## config.mk

```make
export PLATFORM = sky130hd
export DESIGN_NAME = imem_loader
export DESIGN_NICKNAME = d
export VERILOG_FILES = /design/src/rtl/imem_loader.sv
export SDC_FILE = /design/constraint.sdc
export NUM_CORES = 1
export LEC_CHECK = 0
export BUFFER_PORTS_ARGS = -buffer_cell sky130_fd_sc_hd__buf_2
export CORE_MARGIN = 4
export CORE_UTILIZATION = 40
export CTS_BUF_LIST = sky130_fd_sc_hd__clkbuf_16
export CTS_CLUSTER_DIAMETER = 150
export DETAILED_ROUTE_END_ITERATION = 10
export GPL_ROUTABILITY_DRIVEN = 1
export PLACE_DENSITY = 0.67
export SYNTH_ARGS = -nofsm -noshare
export SYNTH_HDL_FRONTEND = slang
export SYNTH_SLANG_ARGS = --single-unit
```

## constraint.sdc

```tcl
create_clock -name clk -period 4.1 [get_ports clk]
set_clock_uncertainty 0.2 [all_clocks]
set_input_delay 0.615 -clock clk [delete_from_list [all_inputs] [get_ports clk]]
set_output_delay 0.615 -clock clk [all_outputs]
set_load 0.01 [all_outputs]
```

## src/rtl/imem_loader.sv

```systemverilog
// Instruction-memory loader: packs a valid/ready byte stream into little-endian
// 32-bit words, writes them sequentially and holds the core while loading.
module imem_loader #(
    parameter int          DEPTH_WORDS = 64,
    parameter logic [31:0] BASE_ADDR   = 32'h0000_0000,
    parameter int          LEN_W       = 16
) (
    input  logic             clk,
    input  logic             reset,
    input  logic             start,
    input  logic [LEN_W-1:0] len_words,
    input  logic             byte_valid,
    input  logic [7:0]       byte_data,
    output logic             byte_ready,
    output logic             we,
    output logic [31:0]      wa,
    output logic [31:0]      wd,
    output logic             busy,
    output logic             cpu_hold,
    output logic             done,
    output logic             error
);

    localparam int IDX_W = (DEPTH_WORDS > 1) ? $clog2(DEPTH_WORDS) : 1;

    typedef enum logic [1:0] {
        ST_IDLE  = 2'd0,
        ST_RECV  = 2'd1,
        ST_WRITE = 2'd2,
        ST_DONE  = 2'd3
    } state_t;

    state_t             state_r, state_next_s;
    logic [1:0]         byte_idx_r, byte_idx_next_s;
    logic [IDX_W-1:0]   word_idx_r, word_idx_next_s;
    logic [LEN_W-1:0]   len_r, len_next_s;
    logic [31:0]        word_r, word_next_s;
    logic               error_r, error_next_s;
    logic               len_ok_s, last_word_s;

    logic               byte_ready_r, we_r, busy_r, cpu_hold_r, done_r;
    logic               byte_ready_next_s, we_next_s, busy_next_s, cpu_hold_next_s, done_next_s;
    logic [31:0]        wa_r, wd_r, wa_next_s, wd_next_s;

    assign len_ok_s    = (len_words != {LEN_W{1'b0}}) && (len_words <= LEN_W'(DEPTH_WORDS));
    assign last_word_s = (LEN_W'(word_idx_r) == (len_r - LEN_W'(1)));

    // State register and datapath registers
    always_ff @(posedge clk or posedge reset) begin
        if (reset) begin
            state_r    <= ST_IDLE;
            byte_idx_r <= 2'd0;
            word_idx_r <= {IDX_W{1'b0}};
            len_r      <= {LEN_W{1'b0}};
            word_r     <= 32'h0000_0000;
            error_r    <= 1'b0;
        end else begin
            state_r    <= state_next_s;
            byte_idx_r <= byte_idx_next_s;
            word_idx_r <= word_idx_next_s;
            len_r      <= len_next_s;
            word_r     <= word_next_s;
            error_r    <= error_next_s;
        end
    end

    // Next-state and datapath update logic
    always_comb begin
        state_next_s    = state_r;
        byte_idx_next_s = byte_idx_r;
        word_idx_next_s = word_idx_r;
        len_next_s      = len_r;
        word_next_s     = word_r;
        error_next_s    = error_r;
        case (state_r)
            ST_IDLE: begin
                if (start) begin
                    if (len_ok_s) begin
                        len_next_s      = len_words;
                        error_next_s    = 1'b0;
                        byte_idx_next_s = 2'd0;
                        word_idx_next_s = {IDX_W{1'b0}};
                        word_next_s     = 32'h0000_0000;
                        state_next_s    = ST_RECV;
                    end else begin
                        error_next_s = 1'b1;
                    end
                end else begin
                    state_next_s = ST_IDLE;
                end
            end
            ST_RECV: begin
                // byte_ready is high throughout RECV, so valid alone completes a transfer
                if (byte_valid) begin
                    case (byte_idx_r)
                        2'd0:    word_next_s[7:0]   = byte_data;
                        2'd1:    word_next_s[15:8]  = byte_data;
                        2'd2:    word_next_s[23:16] = byte_data;
                        2'd3:    word_next_s[31:24] = byte_data;
                        default: word_next_s        = word_r;
                    endcase
                    byte_idx_next_s = byte_idx_r + 2'd1;
                    if (byte_idx_r == 2'd3) begin
                        state_next_s = ST_WRITE;
                    end else begin
                        state_next_s = ST_RECV;
                    end
                end else begin
                    state_next_s = ST_RECV;
                end
            end
            ST_WRITE: begin
                if (last_word_s) begin
                    state_next_s = ST_DONE;
                end else begin
                    word_idx_next_s = word_idx_r + IDX_W'(1);
                    state_next_s    = ST_RECV;
                end
            end
            ST_DONE: begin
                state_next_s = ST_IDLE;
            end
            default: begin
                state_next_s = ST_IDLE;
            end
        endcase
    end

    // Output decode from the upcoming state so every port leaves a flop
    always_comb begin
        byte_ready_next_s = (state_next_s == ST_RECV);
        we_next_s         = (state_next_s == ST_WRITE);
        busy_next_s       = (state_next_s != ST_IDLE);
        cpu_hold_next_s   = (state_next_s != ST_IDLE);
        done_next_s       = (state_next_s == ST_DONE);
        wa_next_s         = wa_r;
        wd_next_s         = wd_r;
        if (state_next_s == ST_WRITE) begin
            wa_next_s = BASE_ADDR + 32'({word_idx_next_s, 2'b00});
            wd_next_s = word_next_s;
        end else begin
            wa_next_s = wa_r;
            wd_next_s = wd_r;
        end
    end

    // Output registers
    always_ff @(posedge clk or posedge reset) begin
        if (reset) begin
            byte_ready_r <= 1'b0;
            we_r         <= 1'b0;
            busy_r       <= 1'b0;
            cpu_hold_r   <= 1'b0;
            done_r       <= 1'b0;
            wa_r         <= 32'h0000_0000;
            wd_r         <= 32'h0000_0000;
        end else begin
            byte_ready_r <= byte_ready_next_s;
            we_r         <= we_next_s;
            busy_r       <= busy_next_s;
            cpu_hold_r   <= cpu_hold_next_s;
            done_r       <= done_next_s;
            wa_r         <= wa_next_s;
            wd_r         <= wd_next_s;
        end
    end

    assign byte_ready = byte_ready_r;
    assign we         = we_r;
    assign wa         = wa_r;
    assign wd         = wd_r;
    assign busy       = busy_r;
    assign cpu_hold   = cpu_hold_r;
    assign done       = done_r;
    assign error      = error_r;

endmodule
```

### After elaboration in Yosys (flattened, before gate mapping)

Index checks and enable logic that the tools add are counted.

| cells by class | value |
|---|---|
| add/subtract/negate cells | 3 |
| order comparisons | 1 |
| equality and inequality tests | 13 |
| multiplexer cells | 23 |
| reductions and logical operators | 9 |

Operators by type and width:

| cell | number |
|---|---|
| $mux W32 | 3 |
| $pmux W32 S2 | 1 |
| $mux W8 | 4 |
| $mux W6 | 3 |
| $eq A6 B16 Y1 | 1 |
| $le A16 B7 Y1 const B | 1 |
| $mux W2 | 8 |
| $reduce_bool A16 Y1 | 1 |
| $sub A16 B1 Y16 const B | 1 |
| $eq A2 B2 Y1 const B | 6 |
| $pmux W6 S2 | 1 |
| $pmux W2 S4 | 1 |
| $add A6 B1 Y6 const B | 1 |
| $eq A2 B1 Y1 const B | 3 |
| $ne A2 B2 Y1 const B | 3 |
| $logic_not A2 Y1 | 2 |
| $pmux W2 S2 | 1 |
| $reduce_and A4 Y1 | 1 |
| $reduce_bool A2 Y1 | 2 |
| $reduce_and A3 Y1 | 1 |
| $add A2 B1 Y2 const B | 1 |
| $reduce_and A2 Y1 | 1 |
| $logic_and A1 B1 Y1 | 1 |
| $mux W1 | 1 |

| word-level totals | value |
|---|---|
| output and inout port bits | 70 |
| input port bits | 28 |
| bits in registers | 101 |

### Logic depth before layout (Yosys ltp)

Gate-level depths: netlist (run 1).

| logic depth | value |
|---|---|
| word-level depth | 6 |
| mapped depth | 11 |
| mapped depth without buffers | 9 |

### Least setup slack after synthesis (run 1)

No wires, ideal clock.

| path | value |
|---|---|
| path type | register -> register |
| start | reg len_r[0] |
| end | reg word_idx_r[1] |
| setup time | 128 ps |
| required time | 3772 ps |
| stages on the path, launching flop included | 11 |
| period minus slack after synthesis | 3112 ps |
| data arrival time | 2784 ps |
| path slack | 988 ps |
| path buffers | 1 |
| path through | dfrtp_1 > clkbuf_1 > inv_1 > ha_1 > or3b_1 > o31a_1 > or4_4 > a211oi_1 > nand2_1 > o21ai_2 > mux2_1 |

| on the way | value |
|---|---|
| word-level cells in the longest chain between the ends | 4 |

RTL lines:

| element | RTL line | source |
|---|---|---|
| start: declaration | 36 | `logic [LEN_W-1:0] len_r, len_next_s;` |
| start signal: assignment | 54 | `len_r <= {LEN_W{1'b0}};` |
| start signal: assignment | 61 | `len_r <= len_next_s;` |
| $sub A16 B1 Y16 | 46 | `assign last_word_s = (LEN_W'(word_idx_r) == (len_r - LEN_W'(1)));` |
| $eq A6 B16 Y1 | 46 |  |
| $mux W6 | 113 | `if (last_word_s) begin` |
| $pmux W6 S2 | 75 | `case (state_r)` |
| named net word_idx_next_s[1] | 35 | `logic [IDX_W-1:0] word_idx_r, word_idx_next_s;` |
| end signal: assignment | 53 | `word_idx_r <= {IDX_W{1'b0}};` |
| end signal: assignment | 60 | `word_idx_r <= word_idx_next_s;` |
| end: declaration | 35 |  |

The timed path passes the listed nets, and every way through them passes these cells.
A chain may end at the register's enable or synchronous reset.

### Final worst setup path (run 1)

Ends and elaborated chain as after synthesis.

==> impl_metrics.tcl, run 1 <==
set metrics [dict create \
    mostFrequentLayoutCells "134 x nand2_1, 93 x dfrtp_1, 71 x buf_2" \
    drc 0 \
    place_inst 634 \
    vias 3283 \
    cp_max_fo 8 \
    numCtsBuffers 9 \
    track_usage_pct 16.1 \
    yosysUniqueCellTypes 49 \
    cts_max_level 3 \
    clkTransAtPathRegs_ns 0.06 \
    power_leakage_nw 2.59 \
    cts_tree "built" \
    grt_pass1_vias 3260 \
    syn-mean-instance-area_um2 9.71 \
    clock_path_buffers 2 \
    hpwl_mm 6.93 \
    cts-resized-gates 0 \
    port_buffers 71 \
    die_area_um2 12500 \
    gr-total-overflow 0 \
    drv_slew 0 \
    antenna_found_initial 0 \
    instances_no_fill 650 \
    final_common_cell "nand2_1" \
    vdd_drop_max_v 0.000241 \
    max_stage_delay_ns 0.56 \
    max-cap-violations 0 \
    cts_root_buf "clkbuf_16" \
    path_buf_inv 1 \
    fmax_mhz 299 \
    postPlaceCellArea_um2 4690 \
    drive_gt1_share_pct 22.2 \
    grt_pass1_wl_mm 16.3 \
    dr.first_iter.drc_count 220 \
    tns_ns 0 \
    post_cts.repair.setup_buffers 0 \
    synth-seq-cells 93 \
    fin_crit_ns 3.34 \
    status "finished clean" \
    ys_async_sr_fraction_pct 100 \
    end_kind "register" \
    rows 37 \
    maxSlewHeadroom_pct 41.0 \
    drtPass1Iterations 4 \
    rsz0062_at_grt "no" \
    fin_crit_sh_pct 81.6 \
    worstMarginPinSlew_ns 0.883 \
    cp-start-kind "register" \
    core_um2 10400 \
    grt_max_degree 52 \
    clk_latency_ns 0.34 \
    insertedDiodeCount 0 \
    boundaryPins 98 \
    antenna_left 0 \
    power_density_nw_per_um2 625 \
    path_cells "inv_1 -> ha_1 -> or3b_1 -> o31a_1 -> or4_4 -> a211oi_1 -> nand2_1 -> o21ai_2 -> mux2_1" \
    drt_wl_total_mm 9.77 \
    synth_area_um2 4300 \
    min_path_type "input pin to async pin" \
    criticalPathCategory "register to register" \
    synthFlopType "dfrtp_1" \
    syn_to_final_growth_pct 16.4 \
    place_congestion 0.834 \
    crit_family "simple AND/OR/NAND/NOR gates" \
    die_height_um 112 \
    initial_core_util_pct 41.3 \
    required_ns 4.11 \
    setup_violations 0 \
    vias_per_cell 5.05 \
    synth_warnings 0 \
    yosysSeqAreaShare_pct 54.1 \
    worst_ep_arrival_time_ns 3.36 \
    holdBufCountCts 0 \
    post_drt_wl_per_cell_um 15.0 \
    synth_edf_count 0 \
    hold_viol 0 \
    critPathSlowestCell "or4_4" \
    die_x_um 112 \
    stdcell_area_um2 5010 \
    clock_sinks 93 \
    nNetsFinal 543 \
    synthCells 443 \
]
synth_stat cells (3+ instances only):
master | number | share of area, %
a211oi_1 | 3 | 0.52
a21oi_1 | 5 | 0.58
a22o_1 | 8 | 1.6
and2_1 | 10 | 1.5
and3_1 | 6 | 0.87
buf_1 | 3 | 0.26
buf_4 | 28 | 4.9
clkbuf_1 | 15 | 1.3
dfrtp_1 | 93 | 54
ha_1 | 6 | 1.7
inv_1 | 8 | 0.70
mux2_2 | 12 | 3.1
nand2_1 | 134 | 12
nand2b_1 | 3 | 0.44
nand3_1 | 12 | 1.4
nand4_1 | 5 | 0.73
nor2_1 | 8 | 0.70
nor3_1 | 4 | 0.47
nor4_1 | 6 | 0.87
nor4b_1 | 3 | 0.61
o211ai_1 | 3 | 0.52
o21ai_0 | 19 | 2.2
o21ai_1 | 7 | 0.81
or4_1 | 5 | 0.87
xnor2_1 | 5 | 1.0
xor2_1 | 3 | 0.61
path summary, 6_finish.rpt:
path	start	endpoint	slack, ns	cells past startpoint
worst max-delay path	len_r[0]	word_idx_r[1]	0.76	9
worst min-delay path	reset	state_r[1]	0.22	2
worst max register to register	len_r[0]	word_idx_r[1]	0.76	9
worst min register to register	wd[26]	wd[26]	0.27	2
max in group asynchronous	reset	wa[7]	2.66	3
min in group clk	wd[26]	wd[26]	0.27	2
logic make-up after synthesis:
logic type                 synth area share [%]
AOI/OAI and AO/OA                          8.67
and+or+nand+nor                            22.9
muxes                                      3.63
other                                    0.0872
xor gates and xnor gates                   1.63
adders and majority gates                  1.74
DFF                                        54.1
buffers and inverters                      7.27
sequential cells by signal (all words and copies together) (netlist names):
register and count:
error 1, wa 6, word_r 24, wd 32, we 1, done 1, cpu_hold 1, len_r 16
byte_ready 1, state_r 2, word_idx_r 6, byte_idx_r 2
power breakdown:
part           total [mW]  leakage [nW]  switching [mW]  internal (mW)
Combinational       0.818          1.23           0.469          0.349
Sequential           1.42          1.20           0.182           1.23
Clock               0.895         0.158           0.357          0.537
worst register-to-register path, cell delays in order (launching register included):
cell and delay (ns):
dfrtp_1 0.47, inv_1 0.11, ha_1 0.28, or3b_1 0.40, o31a_1 0.25, or4_4 0.56, a211oi_1 0.22, nand2_1 0.14
o21ai_2 0.24, mux2_1 0.36
metrics by stage:
| stage | total power, mW | utilization, % | hold slack [ns] | worst slack (ns) |
|---|---|---|---|---|
| floorplan | 1.94 | - | 0.255 | 0.865 |
| finish | 3.13 | 48.1 | 0.224 | 0.756 |
| CTS | 3.16 | 48.1 | 0.263 | 0.767 |
| global placement | 2.23 | 45.0 | 0.254 | 0.802 |
| detailed placement | 2.26 | 45.0 | 0.257 | 0.784 |
| global route | 3.34 | 48.1 | 0.302 | 0.585 |
cell type report:
type | count | area, µm²
Tap cell | 136 | 170
Sequential cell | 93 | 2330
Clock inverter | 7 | 97.6
Fill cell | 1010 | 5410
Multi-Input combinational cell | 320 | 1760
Inverter | 8 | 31.3
Timing Repair Buffer | 77 | 400
Clock buffer | 9 | 225
routing by layer:
layer  part of all wire (%)  up-vias  GRT usage, %
met2                     44      113          24.2
met1                     48     1582          23.5
met5                      0        -             0
met4                    2.1        0          5.92
li1                       -     1571             -
met3                    5.6       17          2.66
(Power assumes the default switching activity.)
==> inputs of run 2 (changes only) <==
ABC_AREA = 1   (was unset)
PLACE_DENSITY = 0.66   (was 0.67)
clock period = 3.1 ns   (was 4.1 ns; I/O delays follow)
==> impl_metrics.tcl, run 2 <==
set metrics [dict create \
    status "finished clean" \
    postPlaceCellArea_um2 5190 \
    min_path_type "input pin to register" \
    cp_max_fo 5 \
    syn_to_final_growth_pct 14.0 \
    nNetsFinal 721 \
    largest_reg_flops 32 \
    internal-power_mw 2.07 \
    drive_gt1_share_pct 18.9 \
    cts_root_buf "clkbuf_16" \
    net-switching-power_mw 0.914 \
    max_stage_delay_ns 0.40 \
    power_leakage_nw 3.22 \
    rsz0062_at_grt "no" \
    cts-resized-gates 0 \
    cts_max_level 3 \
    final_common_cell "nand2_1" \
    grt_pass1_wl_mm 19.3 \
    die_height_um 118 \
    yosys-top-cells-count "224 x nand2_1, 93 x dfrtp_1, 66 x inv_1" \
    synth_area_um2 4800 \
    stdcell_area_um2 5480 \
    power_density_nw_per_um2 545 \
    yosys.area.top_type "dfrtp_1" \
    boundaryPins 98 \
    required_ns 3.18 \
    clock_path_buffers 2 \
    vias_per_cell 4.65 \
    critPathSlowestCell "dfrtp_1" \
    clock_power_share_pct 34.5 \
    port_buffers 71 \
    instances_no_fill 835 \
    die_area_um2 13800 \
    synthCells 619 \
    holdBufCountCts 1 \
    antenna_left 0 \
    switching_share_pct 30.6 \
    syn-mean-instance-area_um2 7.76 \
    initial_core_util_pct 41.5 \
    timing.final.ws_setup_ns 0.724 \
    fmax_mhz 421 \
    cp-start-kind "register" \
    rows 39 \
    yosysSeqAreaShare_pct 48.5 \
    grt_pass1_vias 4017 \
    yosysUniqueCellTypes 30 \
    place_ws_ns 0.665 \
    path_buf_inv 2 \
    synth_warnings 0 \
    dr.first_iter.drc_count 191 \
    p_comb_share_pct 18.1 \
    synthTopCellsByArea "dfrtp_1 48%, nand2_1 18%, inv_1 5.2%, nand3_1 4.9%, buf_4 4.5%" \
    end_kind "register" \
    synthFlopType "dfrtp_1" \
    vias 3880 \
    drt_wl_total_mm 11.1 \
    insertedDiodeCount 0 \
    gr-total-overflow 0 \
    clock_sinks 93 \
    drv_slew 0 \
    fin_crit_ns 2.38 \
    worst_ep_arrival_time_ns 2.45 \
    antenna_found_initial 1 \
    place_congestion 0.897 \
    power.total_mw 2.98 \
    drc 0 \
    tns_ns 0 \
    path_cells "inv_1 -> ha_1 -> inv_1 -> nor2_2 -> nand2_1 -> nand2_1 -> nand3_1 -> a21oi_1 -> nand3_2 -> nand2_2 -> nand2_2 -> nand2_1 -> nand3_1 -> nand2_1" \
    ys_async_sr_fraction_pct 100 \
    worstMarginPinSlew_ns 1.17 \
    numCtsBuffers 9 \
    vdd_drop_max_v 0.000466 \
    crit_family "simple AND/OR/NAND/NOR gates" \
    max-cap-violations 0 \
    place_inst 818 \
    setup_violations 0 \
    mostFrequentLayoutCells "224 x nand2_1, 93 x dfrtp_1, 71 x buf_2" \
    fin_crit_sh_pct 76.6 \
    synth.top_cell.area_share_pct 48.5 \
    grt_max_degree 67 \
    hpwl_mm 8.14 \
    die_x_um 118 \
    yosysMostFrequentCell "nand2_1" \
    post_drt_wl_per_cell_um 13.3 \
    synth-seq-cells 93 \
    clk_latency_ns 0.35 \
    drtPass1Iterations 4 \
    hold_viol 0 \
    maxSlewHeadroom_pct 21.8 \
    criticalPathCategory "register to register" \
    cts_tree "built" \
    post_cts.repair.setup_buffers 0 \
    track_usage_pct 16.9 \
    clkTransAtPathRegs_ns 0.07 \
    fillers 1172 \
    crit_path_frequent_cell "nand2_1" \
    core_um2 11600 \
    p_seq_share_pct 47.4 \
    synth_edf_count 0 \
]
## run 2: cell count changes after synthesis, sizes merged, moves of 8 or more
cell,before,now
o21ai,27,40
a22o,8,0
nor2,8,52
nand2,135,240
inv,8,68
clkbuf,15,5
mux2,13,0
nand3,12,52
## run 2: layout make-up
| class | instances | area, µm² | share of cell area [%] |
|---|---|---|---|
| clock inverters | 7 | 47.5 | 0.868 |
| inverters | 68 | 256 | 4.68 |
| multi-input cells | 439 | 2030 | 37.1 |
| clock buffers | 9 | 225 | 4.11 |
| well taps | 143 | 179 | 3.27 |
| flip-flops and latches | 93 | 2330 | 42.5 |
| repair buffers | 76 | 408 | 7.45 |
## run 2: power groups by stage
stage	Sequential [mW]	Clock (mW)	Combinational (mW)
global placement	1.43	0	0.524
CTS	1.42	1.06	0.547
global route	1.43	1.11	0.613
detailed placement	1.44	0	0.541
floorplan	1.45	0	0.367
finish	1.42	1.03	0.539
## run 2: path summary, 6_finish.rpt
check,start,endpoint,slack (ns),depth (start not counted)
max,len_r[0],wa[2],0.72,14
min,byte_data[4],wd[28],0.13,3
max reg2reg,len_r[0],wa[2],0.72,14
min reg2reg,wd[29],wd[29],0.27,2
max in group asynchronous,reset,wd[14],1.49,4
min in group asynchronous,reset,len_r[6],0.49,3
## run 2: layer usage
layer  routed length, µm  part of all wire, %  global-route usage (%)
met1                4830                   43                    20.2
met3                 607                  5.4                    5.62
met4                 180                  1.6                    4.84
met5                  13                 0.12                       0
met2                5510                   49                    29.3
## run 2: per-stage QoR
step           hold slack [ns]  utilization (%)
3_5_place_dp             0.254             44.9
3_3_place_gp             0.251             44.9
2_1_floorplan            0.237                -
5_1_grt                  0.127             47.3
4_1_cts                  0.126             47.3
6_report                 0.132             47.3
## run 2: logic make-up (layout without fill, tap and decap cells)
kind of cell	Yosys count	count (layout)	synth area share, %
AOI/OAI and AO/OA	45	45	4.72
DFF	93	93	48.5
and+or+nand+nor	357	357	33.0
buffers and inverters	112	160	11.2
adders and majority gates	6	6	1.56
xor gates and xnor gates	5	5	0.912
other	1	26	0.0781
## run 2: worst register-to-register path, stage by stage, from the launching register on
cell and delay, ns:
dfrtp_1 0.40, inv_1 0.16, ha_1 0.27, inv_1 0.12, nor2_2 0.16, nand2_1 0.07
nand2_1 0.09, nand3_1 0.11, a21oi_1 0.20, nand3_2 0.14, nand2_2 0.11, nand2_2 0.05
nand2_1 0.08, nand3_1 0.07, nand2_1 0.07
